--- src/rtl/mem_stage_lsu.sv ---
// Pipeline memory stage between EXE and WB: lane-aligns sub-word loads/stores,
// extends load data, traps misaligned accesses and bounds the read wait.
module mem_stage_lsu #(
  parameter int XLEN           = 32,
  parameter bit MISALIGN_TRAP  = 1'b1,
  parameter int TIMEOUT_CYCLES = 64
) (
  input  logic            clk,
  input  logic            rst_n,
  input  logic            in_valid,
  output logic            in_ready,
  input  logic [XLEN-1:0] in_reg_pc,
  input  logic [XLEN-1:0] in_rs2_data,
  input  logic [XLEN-1:0] in_alu_out,
  input  logic [4:0]      in_mem_wen,
  input  logic [3:0]      in_wb_sel,
  input  logic [4:0]      in_wb_addr,
  input  logic            flush,
  output logic            out_valid,
  input  logic            out_ready,
  output logic [XLEN-1:0] out_read_data,
  output logic [XLEN-1:0] out_reg_pc,
  output logic [XLEN-1:0] out_alu_out,
  output logic [3:0]      out_wb_sel,
  output logic [4:0]      out_wb_addr,
  output logic            out_misaligned,
  output logic            out_timeout,
  output logic [2:0]      mem_cmd,
  input  logic            mem_cmd_ready,
  output logic [XLEN-1:0] mem_addr,
  output logic [XLEN-1:0] mem_wdata,
  output logic [XLEN-1:0] mem_wmask,
  input  logic [XLEN-1:0] mem_rdata,
  input  logic            mem_rdata_valid
);

  localparam logic [4:0] MEN_X   = 5'd0;
  localparam logic [4:0] MEN_LB  = 5'd1;
  localparam logic [4:0] MEN_LBU = 5'd2;
  localparam logic [4:0] MEN_LH  = 5'd3;
  localparam logic [4:0] MEN_LHU = 5'd4;
  localparam logic [4:0] MEN_LW  = 5'd5;
  localparam logic [4:0] MEN_SB  = 5'd6;
  localparam logic [4:0] MEN_SH  = 5'd7;
  localparam logic [4:0] MEN_SW  = 5'd8;

  localparam logic [2:0] MEMORY_CMD_NOP   = 3'd0;
  localparam logic [2:0] MEMORY_CMD_READ  = 3'd1;
  localparam logic [2:0] MEMORY_CMD_WRITE = 3'd2;

  localparam int OFF_W = $clog2(XLEN/8);
  localparam int CNT_W = $clog2(TIMEOUT_CYCLES + 2);

  typedef enum logic [1:0] {IDLE, REQ, WAIT_RD, DONE} state_t;

  state_t          state;
  logic [XLEN-1:0] cap_pc;
  logic [XLEN-1:0] cap_alu;
  logic [XLEN-1:0] cap_data;
  logic [4:0]      cap_wen;
  logic [3:0]      cap_wb_sel;
  logic [4:0]      cap_wb_addr;
  logic            cap_timeout;
  logic [CNT_W-1:0] cnt;

  logic             accept;
  logic             in_is_load;
  logic             in_is_store;
  logic [1:0]       in_size;
  logic [OFF_W-1:0] in_off;
  logic             in_misaligned;
  logic             in_trap;
  logic [XLEN-1:0]  in_wmask;
  logic [XLEN-1:0]  in_wdata;
  logic [OFF_W-1:0] cap_off;
  logic             cap_is_load;
  logic [XLEN-1:0]  rd_shifted;
  logic [XLEN-1:0]  rd_ext;

  assign in_ready = (state == IDLE) && (!out_valid || out_ready) && !flush;
  assign accept   = in_valid && in_ready;

  // Decode the incoming op into direction, access size and lane placement.
  always_comb begin
    in_is_load  = 1'b0;
    in_is_store = 1'b0;
    in_size     = 2'd0;
    case (in_mem_wen)
      MEN_LB, MEN_LBU: begin in_is_load = 1'b1;  in_size = 2'd0; end
      MEN_LH, MEN_LHU: begin in_is_load = 1'b1;  in_size = 2'd1; end
      MEN_LW:          begin in_is_load = 1'b1;  in_size = 2'd2; end
      MEN_SB:          begin in_is_store = 1'b1; in_size = 2'd0; end
      MEN_SH:          begin in_is_store = 1'b1; in_size = 2'd1; end
      MEN_SW:          begin in_is_store = 1'b1; in_size = 2'd2; end
      default: ;
    endcase
    in_off        = in_alu_out[OFF_W-1:0];
    in_misaligned = (in_is_load || in_is_store) &&
                    (((in_size == 2'd1) && in_off[0]) ||
                     ((in_size == 2'd2) && (in_off[1:0] != 2'b00)));
    in_trap       = MISALIGN_TRAP && in_misaligned;
    case (in_size)
      2'd0: begin
        in_wmask = XLEN'(8'hFF) << {in_off, 3'b000};
        in_wdata = {(XLEN/8){in_rs2_data[7:0]}};
      end
      2'd1: begin
        in_wmask = XLEN'(16'hFFFF) << {in_off, 3'b000};
        in_wdata = {(XLEN/16){in_rs2_data[15:0]}};
      end
      default: begin
        in_wmask = XLEN'(32'hFFFF_FFFF) << {in_off, 3'b000};
        in_wdata = {(XLEN/32){in_rs2_data[31:0]}};
      end
    endcase
  end

  // Shift the addressed lane down to bit 0 and extend according to the load kind.
  always_comb begin
    cap_off     = cap_alu[OFF_W-1:0];
    cap_is_load = (cap_wen == MEN_LB) || (cap_wen == MEN_LBU) || (cap_wen == MEN_LH) ||
                  (cap_wen == MEN_LHU) || (cap_wen == MEN_LW);
    rd_shifted  = mem_rdata >> {cap_off, 3'b000};
    case (cap_wen)
      MEN_LB:  rd_ext = XLEN'($signed(rd_shifted[7:0]));
      MEN_LBU: rd_ext = XLEN'(rd_shifted[7:0]);
      MEN_LH:  rd_ext = XLEN'($signed(rd_shifted[15:0]));
      MEN_LHU: rd_ext = XLEN'(rd_shifted[15:0]);
      MEN_LW:  rd_ext = XLEN'($signed(rd_shifted[31:0]));
      default: rd_ext = '1;
    endcase
  end

  // Stage controller; the output bundle is only rewritten when a new result is loaded.
  always_ff @(posedge clk or negedge rst_n) begin
    if (!rst_n) begin
      state          <= IDLE;
      mem_cmd        <= MEMORY_CMD_NOP;
      mem_addr       <= '0;
      mem_wdata      <= '0;
      mem_wmask      <= '0;
      out_valid      <= 1'b0;
      out_read_data  <= '0;
      out_reg_pc     <= '0;
      out_alu_out    <= '0;
      out_wb_sel     <= '0;
      out_wb_addr    <= '0;
      out_misaligned <= 1'b0;
      out_timeout    <= 1'b0;
      cap_pc         <= '0;
      cap_alu        <= '0;
      cap_data       <= '0;
      cap_wen        <= '0;
      cap_wb_sel     <= '0;
      cap_wb_addr    <= '0;
      cap_timeout    <= 1'b0;
      cnt            <= '0;
    end else begin
      if (out_valid && out_ready) begin
        out_valid <= 1'b0;
      end
      case (state)
        IDLE: begin
          if (accept) begin
            if ((!in_is_load && !in_is_store) || in_trap) begin
              out_valid      <= 1'b1;
              out_read_data  <= '1;
              out_reg_pc     <= in_reg_pc;
              out_alu_out    <= in_alu_out;
              out_wb_sel     <= in_wb_sel;
              out_wb_addr    <= in_wb_addr;
              out_misaligned <= in_trap;
              out_timeout    <= 1'b0;
            end else begin
              mem_cmd     <= in_is_load ? MEMORY_CMD_READ : MEMORY_CMD_WRITE;
              mem_addr    <= {in_alu_out[XLEN-1:OFF_W], {OFF_W{1'b0}}};
              mem_wdata   <= in_wdata;
              mem_wmask   <= in_wmask;
              cap_pc      <= in_reg_pc;
              cap_alu     <= in_alu_out;
              cap_wen     <= in_mem_wen;
              cap_wb_sel  <= in_wb_sel;
              cap_wb_addr <= in_wb_addr;
              state       <= REQ;
            end
          end
        end
        REQ: begin
          // An accepted command beats a same-cycle flush.
          if (mem_cmd_ready) begin
            mem_cmd     <= MEMORY_CMD_NOP;
            cnt         <= '0;
            cap_data    <= '1;
            cap_timeout <= 1'b0;
            state       <= cap_is_load ? WAIT_RD : DONE;
          end else if (flush && cap_is_load) begin
            mem_cmd <= MEMORY_CMD_NOP;
            state   <= IDLE;
          end
        end
        WAIT_RD: begin
          if (mem_rdata_valid) begin
            cap_data    <= rd_ext;
            cap_timeout <= 1'b0;
            state       <= DONE;
          end else if ((TIMEOUT_CYCLES != 0) && (cnt == CNT_W'(TIMEOUT_CYCLES - 1))) begin
            cap_data    <= '1;
            cap_timeout <= 1'b1;
            state       <= DONE;
          end else begin
            cnt <= cnt + 1'b1;
          end
        end
        DONE: begin
          if (!out_valid || out_ready) begin
            out_valid      <= 1'b1;
            out_read_data  <= cap_data;
            out_reg_pc     <= cap_pc;
            out_alu_out    <= cap_alu;
            out_wb_sel     <= cap_wb_sel;
            out_wb_addr    <= cap_wb_addr;
            out_misaligned <= 1'b0;
            out_timeout    <= cap_timeout;
            state          <= IDLE;
          end
        end
        default: state <= IDLE;
      endcase
    end
  end

endmodule

--- config.mk ---
export PLATFORM = sky130hd
export DESIGN_NAME = mem_stage_lsu
export DESIGN_NICKNAME = d
export VERILOG_FILES = /design/src/rtl/mem_stage_lsu.sv
export SDC_FILE = /design/constraint.sdc
export NUM_CORES = 1
export LEC_CHECK = 0
export CAP_MARGIN = 20
export CORE_MARGIN = 2
export CORE_UTILIZATION = 52
export CTS_CLUSTER_DIAMETER = 50
export DETAILED_ROUTE_END_ITERATION = 8
export PLACE_DENSITY = 0.95
export SYNTH_ARGS = -nofsm -noshare
export SYNTH_HDL_FRONTEND = slang
export SYNTH_SLANG_ARGS = --single-unit
--- constraint.sdc ---
create_clock -name clk -period 3.88 [get_ports clk]
set_clock_uncertainty 0.15 [all_clocks]
set_input_delay 0.776 -clock clk [delete_from_list [all_inputs] [get_ports clk]]
set_output_delay 0.776 -clock clk [all_outputs]
set_load 0.005 [all_outputs]
After elaboration in Yosys (flattened, before gate mapping)
Index checks and enable logic that the tools add are counted.
Word-level totals
  flip-flop bits (word level): 325
  input bits: 149
  output and inout bits: 208
  word-level logic and storage cells: 158
Operators by class
  add/sub/neg operators: 1
  eq/ne operators: 28
  shift operators: 4
  muxes and demuxes: 66
  bitwise logic cells: 1
  reduce and logical (&&, ||, !) cells: 37
Operators by type and width (count)
  two-way mux 32 bit: 12
  case mux 32 bit (2 select lines): 6
  case mux 32 bit (5 select lines): 1
  << shifter 16 x 5 -> 32 bit (first input constant): 1
  << shifter 32 x 5 -> 32 bit (first input constant): 1
  << shifter 8 x 5 -> 32 bit (first input constant): 1
  right shift 32 x 5 -> 32 bit: 1
  equality test 5 x 3 -> 1 bit (second input constant): 6
  two-way mux 7 bit: 3
  equality test 5 x 2 -> 1 bit (second input constant): 4
  two-way mux 1 bit: 16
  two-way mux 2 bit: 8
  two-way mux 5 bit: 3
  case mux 7 bit (2 select lines): 1
  two-way mux 3 bit: 4
  two-way mux 4 bit: 3
  != test 2 bit (second input constant): 6
  AND reduction 4 bit: 3
  equality test 5 x 1 -> 1 bit (second input constant): 2
  case mux 5 bit (2 select lines): 1
  logical AND 1 bit: 9
  logical OR 1 bit: 8
  case mux 1 bit (2 select lines): 4
  case mux 2 bit (4 select lines): 1
  other kinds (19): 32

Logic depth before layout (Yosys ltp)
Gate-level depths: netlist (run 1).
  depth after elaboration: 11
  depth in mapped cells: 10
  mapped depth without buffers: 8

Least setup slack after synthesis (run 1)
Ideal clock, no wire load.
  path kind: input port to flip-flop
  from: in in_mem_wen[1]
  to: reg out_alu_out[15]
  arrival time: 2.712 ns
  data required time: 3.603 ns
  path slack: 0.890 ns
  stages on the path: 10
  path buffers: 4
  cell sequence: buf_4 > nand2b_1 > or3_1 > a211o_1 > a21boi_2 > o21a_1 > buf_4 > buf_8 > buf_12 > mux2_1
On the way
  cells in the longest elaborated chain, start to end: 10
Ends and longest elaborated chain
  from (decl): RTL line 15  | input logic [4:0] in_mem_wen,
  equality test 5 x 3 -> 1 bit (tied with other cells): RTL line 88  | case (in_mem_wen)
  OR reduction 3 bit (no source line) / OR reduction 2 bit (equally long branches)
  case mux 2 bit (2 select lines): RTL line 88
  equality test 2 x 1 -> 1 bit / equality test 2 bit (equally long branches): RTL line 99, 100
  logical AND 1 bit, on equally long branches: RTL line 99, 100
  logical OR 1 bit: RTL line 99  | (((in_size == 2'd1) && in_off[0]) ||
  logical AND 1 bit: RTL line 98  | in_misaligned = (in_is_load || in_is_store) &&
  logical OR 1 bit (*): RTL line 165  | if ((!in_is_load && !in_is_store) || in_trap) begin
  != test 2 x 1 -> 1 bit (no source line) (*)
  AND reduction 4 bit (no source line) (*)
  to (signal assigned): RTL line 169  | out_alu_out <= in_alu_out;
  to (signal assigned): RTL line 219  | out_alu_out <= cap_alu;
  to (decl): RTL line 23  | output logic [XLEN-1:0] out_alu_out,
Every way passes the cells marked *; elsewhere a longest branch is shown, timed or not.
A chain may end at the register's enable or synchronous reset.

Worst setup path after layout (run 1)
  from: reg state[0]
  to: out in_ready
On the way
  cells in the longest elaborated chain, start to end: 3
Ends and longest elaborated chain
  from (decl): RTL line 56  | state_t state;
  from (signal assigned): RTL line 195  | state <= cap_is_load ? WAIT_RD : DONE;
  logical NOT 2 bit: RTL line 80  | assign in_ready = (state == IDLE) && (!out_valid || out_ready) && !flush;
  logical AND 1 bit (2 in a row): RTL line 80
  to (decl): RTL line 11  | output logic in_ready,
No other way between the ends.

==> out/results.ini, run 1 <==
[timing]
max_slew_margin_pct = 43.7
drv_slew = 0
rsz0062_at_grt = no
setup_tns_ps = 0
hold_slack_ps = 45.9
setup_violations = 0
fin_crit_sh_pct = 85.4
fin_crit_ps = 3310
tightest_slew_ps = 845
max_freq_mhz = 302
finalHoldViolations = 0

[synth]
synth.most_common_cell = dfrtp_1
async_reset_ff_share_pct = 100
synth.distinct_cells = 54
ys.flop_type = dfrtp_1
ys_seq_area_share_pct = 52.2
syn-instance-count = 1043
synth-seq-cells = 266
yosysTopAreaCell = dfrtp_1
avgSynthCellArea_um2 = 12.2
synth_edf_count = 0
synth_area_leaders = dfrtp_1 52%, mux2_2 20%, buf_4 4.2%, mux2i_1 3.0%, mux2_1 2.6%
synth_top_area_share_pct = 52.2
syn-cell-area_um2 = 12800
synth_warnings = 0
synth_common_cells = 266 x dfrtp_1, 231 x mux2_2, 72 x buf_4, 62 x nand2_1, 49 x o21ai_0

[run_status]
status = finished, final reports clean

[clock_network]
clock-sinks = 266
htreeDepth = 1
path_clk_slew_ps = 60
post_cts_resized = 0
postCtsSetupRepairBufs = 0
cts_hold_buf = 0
worstSkewPairLatency_ps = 550
cts_tree = done
cts_root_buf = clkbuf_16
cts_buffer_depth = 3
cts_made_buffers = 31

[job]
max_cap_violations = 0

[power]
ir_worst_vdd_mv = 0.481
power_leakage_nw = 6.99
power_density_nw_per_um2 = 763

[detailed_routing]
vias = 9423
via_per_inst = 5.61
ant_nets = 0
first_pass_iters = 6
drt_wl_total_um = 34300
drcViolationCount = 0
drt_iter0_drc = 804
avgRoutedWirePerCell_um = 20.4

[final_layout]
stdcell_area_um2 = 17300
nets = 1488
fillers = 1556
finalCoreUtilization_pct = 71.7
drive_gt1_share_pct = 23.0
area_growth_pct = 35.9
layoutNonFillerInstCount = 1680

[placement]
place_area_um2 = 16200
portBuffers = 353
place_congestion = 0.901
dpl.cell_count = 1625
place_hpwl_um = 24300

[floorplanning]
fp.dieArea_um2 = 25800
num_io_pins = 357
placementRows = 57
die_x_um = 161
start_util_pct = 52.8
design.core.area_um2 = 24200
die_h_um = 161

[grt]
grt_pass1_wl_um = 54300
track_usage_pct = 26.2
grt_pass1_vias = 9804
overflow = 0
antenna_found_initial = 1
grt_max_degree = 109

[worst_setup_path]
critPathArrivalTime_ps = 2390
crit_required_ps = 2950
crit_path_start_kind = flop
critPathKind = reg -> out
reg2regPathDepth = 7
endpoint_kind = primary output
path_max_fanout = 6

[min_path]
hp-class = in -> async

## power breakdown
group	leakage, nW	switching (mW)	total (mW)	internal, mW
Combinational	3.41	2.26	5.56	3.30
Sequential	3.05	0.731	4.60	3.87
Clock	0.533	1.16	3.07	1.92
Total	6.99	4.15	13.2	9.08
## path summary, 6_finish.rpt
| check | startpoint | slack, ps | end |
|---|---|---|---|
| worst max-delay path | state[0] | 570 | in_ready |
| worst min-delay path | rst_n | 50 | out_alu_out[17] |
| worst max register to register | cap_alu[0] | 890 | cap_data[24] |
| worst min register to register | mem_wdata[16] | 330 | mem_wdata[16] |
| max in group asynchronous | rst_n | 2580 | cap_wb_sel[2] |
| min in group clk | mem_wdata[16] | 330 | mem_wdata[16] |
## flip-flops by register name, summed over array words and instances (netlist names), 7 cells and up, named ones only
signal,cells
cnt,7
cap_alu,32
out_read_data,32
out_reg_pc,32
mem_wdata,32
cap_pc,32
out_alu_out,32
cap_data,32
## worst max-delay path: stages (launching register included)
cell and delay [ps]:
dfrtp_1 470, inv_1 120, ha_1 220, inv_1 140, nor3_1 290, clkdlybuf4s50_1 600
## layer usage
layer  wire length (um)  vias to the layer above  track usage (%)
li1                   -                     4209                -
met1              13200                     4661             32.6
met3               2900                       92             6.79
met4               1100                        0             8.31
met2              17100                      461             44.9
met5                  0                        -                0
## cell type report
type	count	area, um2	share of cell area [%]
sequential	266	6660	38.4
multi-input combinational	647	5310	30.6
timing repair buffer	377	3830	22.1
clock buffer	42	877	5.06
tap	324	405	2.34
clock inverter	12	218	1.26
inverter	11	41.3	0.238
antenna	1	2.50	0.0144
## layout by cell type, fill, tap and decap left out, types with 11 or more instances in the layout
master / Yosys / layout
nand2_1: 62 / 61
clkbuf_16: 0 / 31
dfrtp_1: 266 / 266
mux2_1: 30 / 30
clkdlybuf4s50_1: 0 / 352
mux2_2: 231 / 231
o21ai_0: 49 / 49
nand2b_1: 37 / 37
mux2i_1: 38 / 38
a21oi_1: 45 / 44
nor2b_1: 13 / 13
nor2_1: 48 / 48
buf_4: 72 / 15
inv_1: 11 / 11
## through the flow
stage               power, mW  worst slack (ps)
detailed placement       10.2               114
finish                   13.2               568
global route             13.9               490
CTS                      13.3               560
floorplan                7.79               890
global placement         9.88               215
## logic make-up (layout without fill, tap and decap cells)
| family | after synthesis | count (layout) | share of synthesized area, % |
|---|---|---|---|
| adders and majority gates | 5 | 5 | 0.490 |
| xor gates and xnor gates | 2 | 2 | 0.137 |
| muxes | 299 | 299 | 26.0 |
| DFF | 266 | 266 | 52.2 |
| buffers and inverters | 132 | 442 | 6.58 |
| and+or+nand+nor | 186 | 186 | 6.96 |
| other | 1 | 4 | 0.0294 |
| AOI/OAI and AO/OA | 152 | 152 | 7.64 |
No activity file was read; power rests on OpenSTA's default activity.
==> inputs of run 2 (changes only) <==
CAP_MARGIN = 15   (was 20)
==> results of run 2 <==
No change in the layout: final DEF, timing and power equal those of run 1.
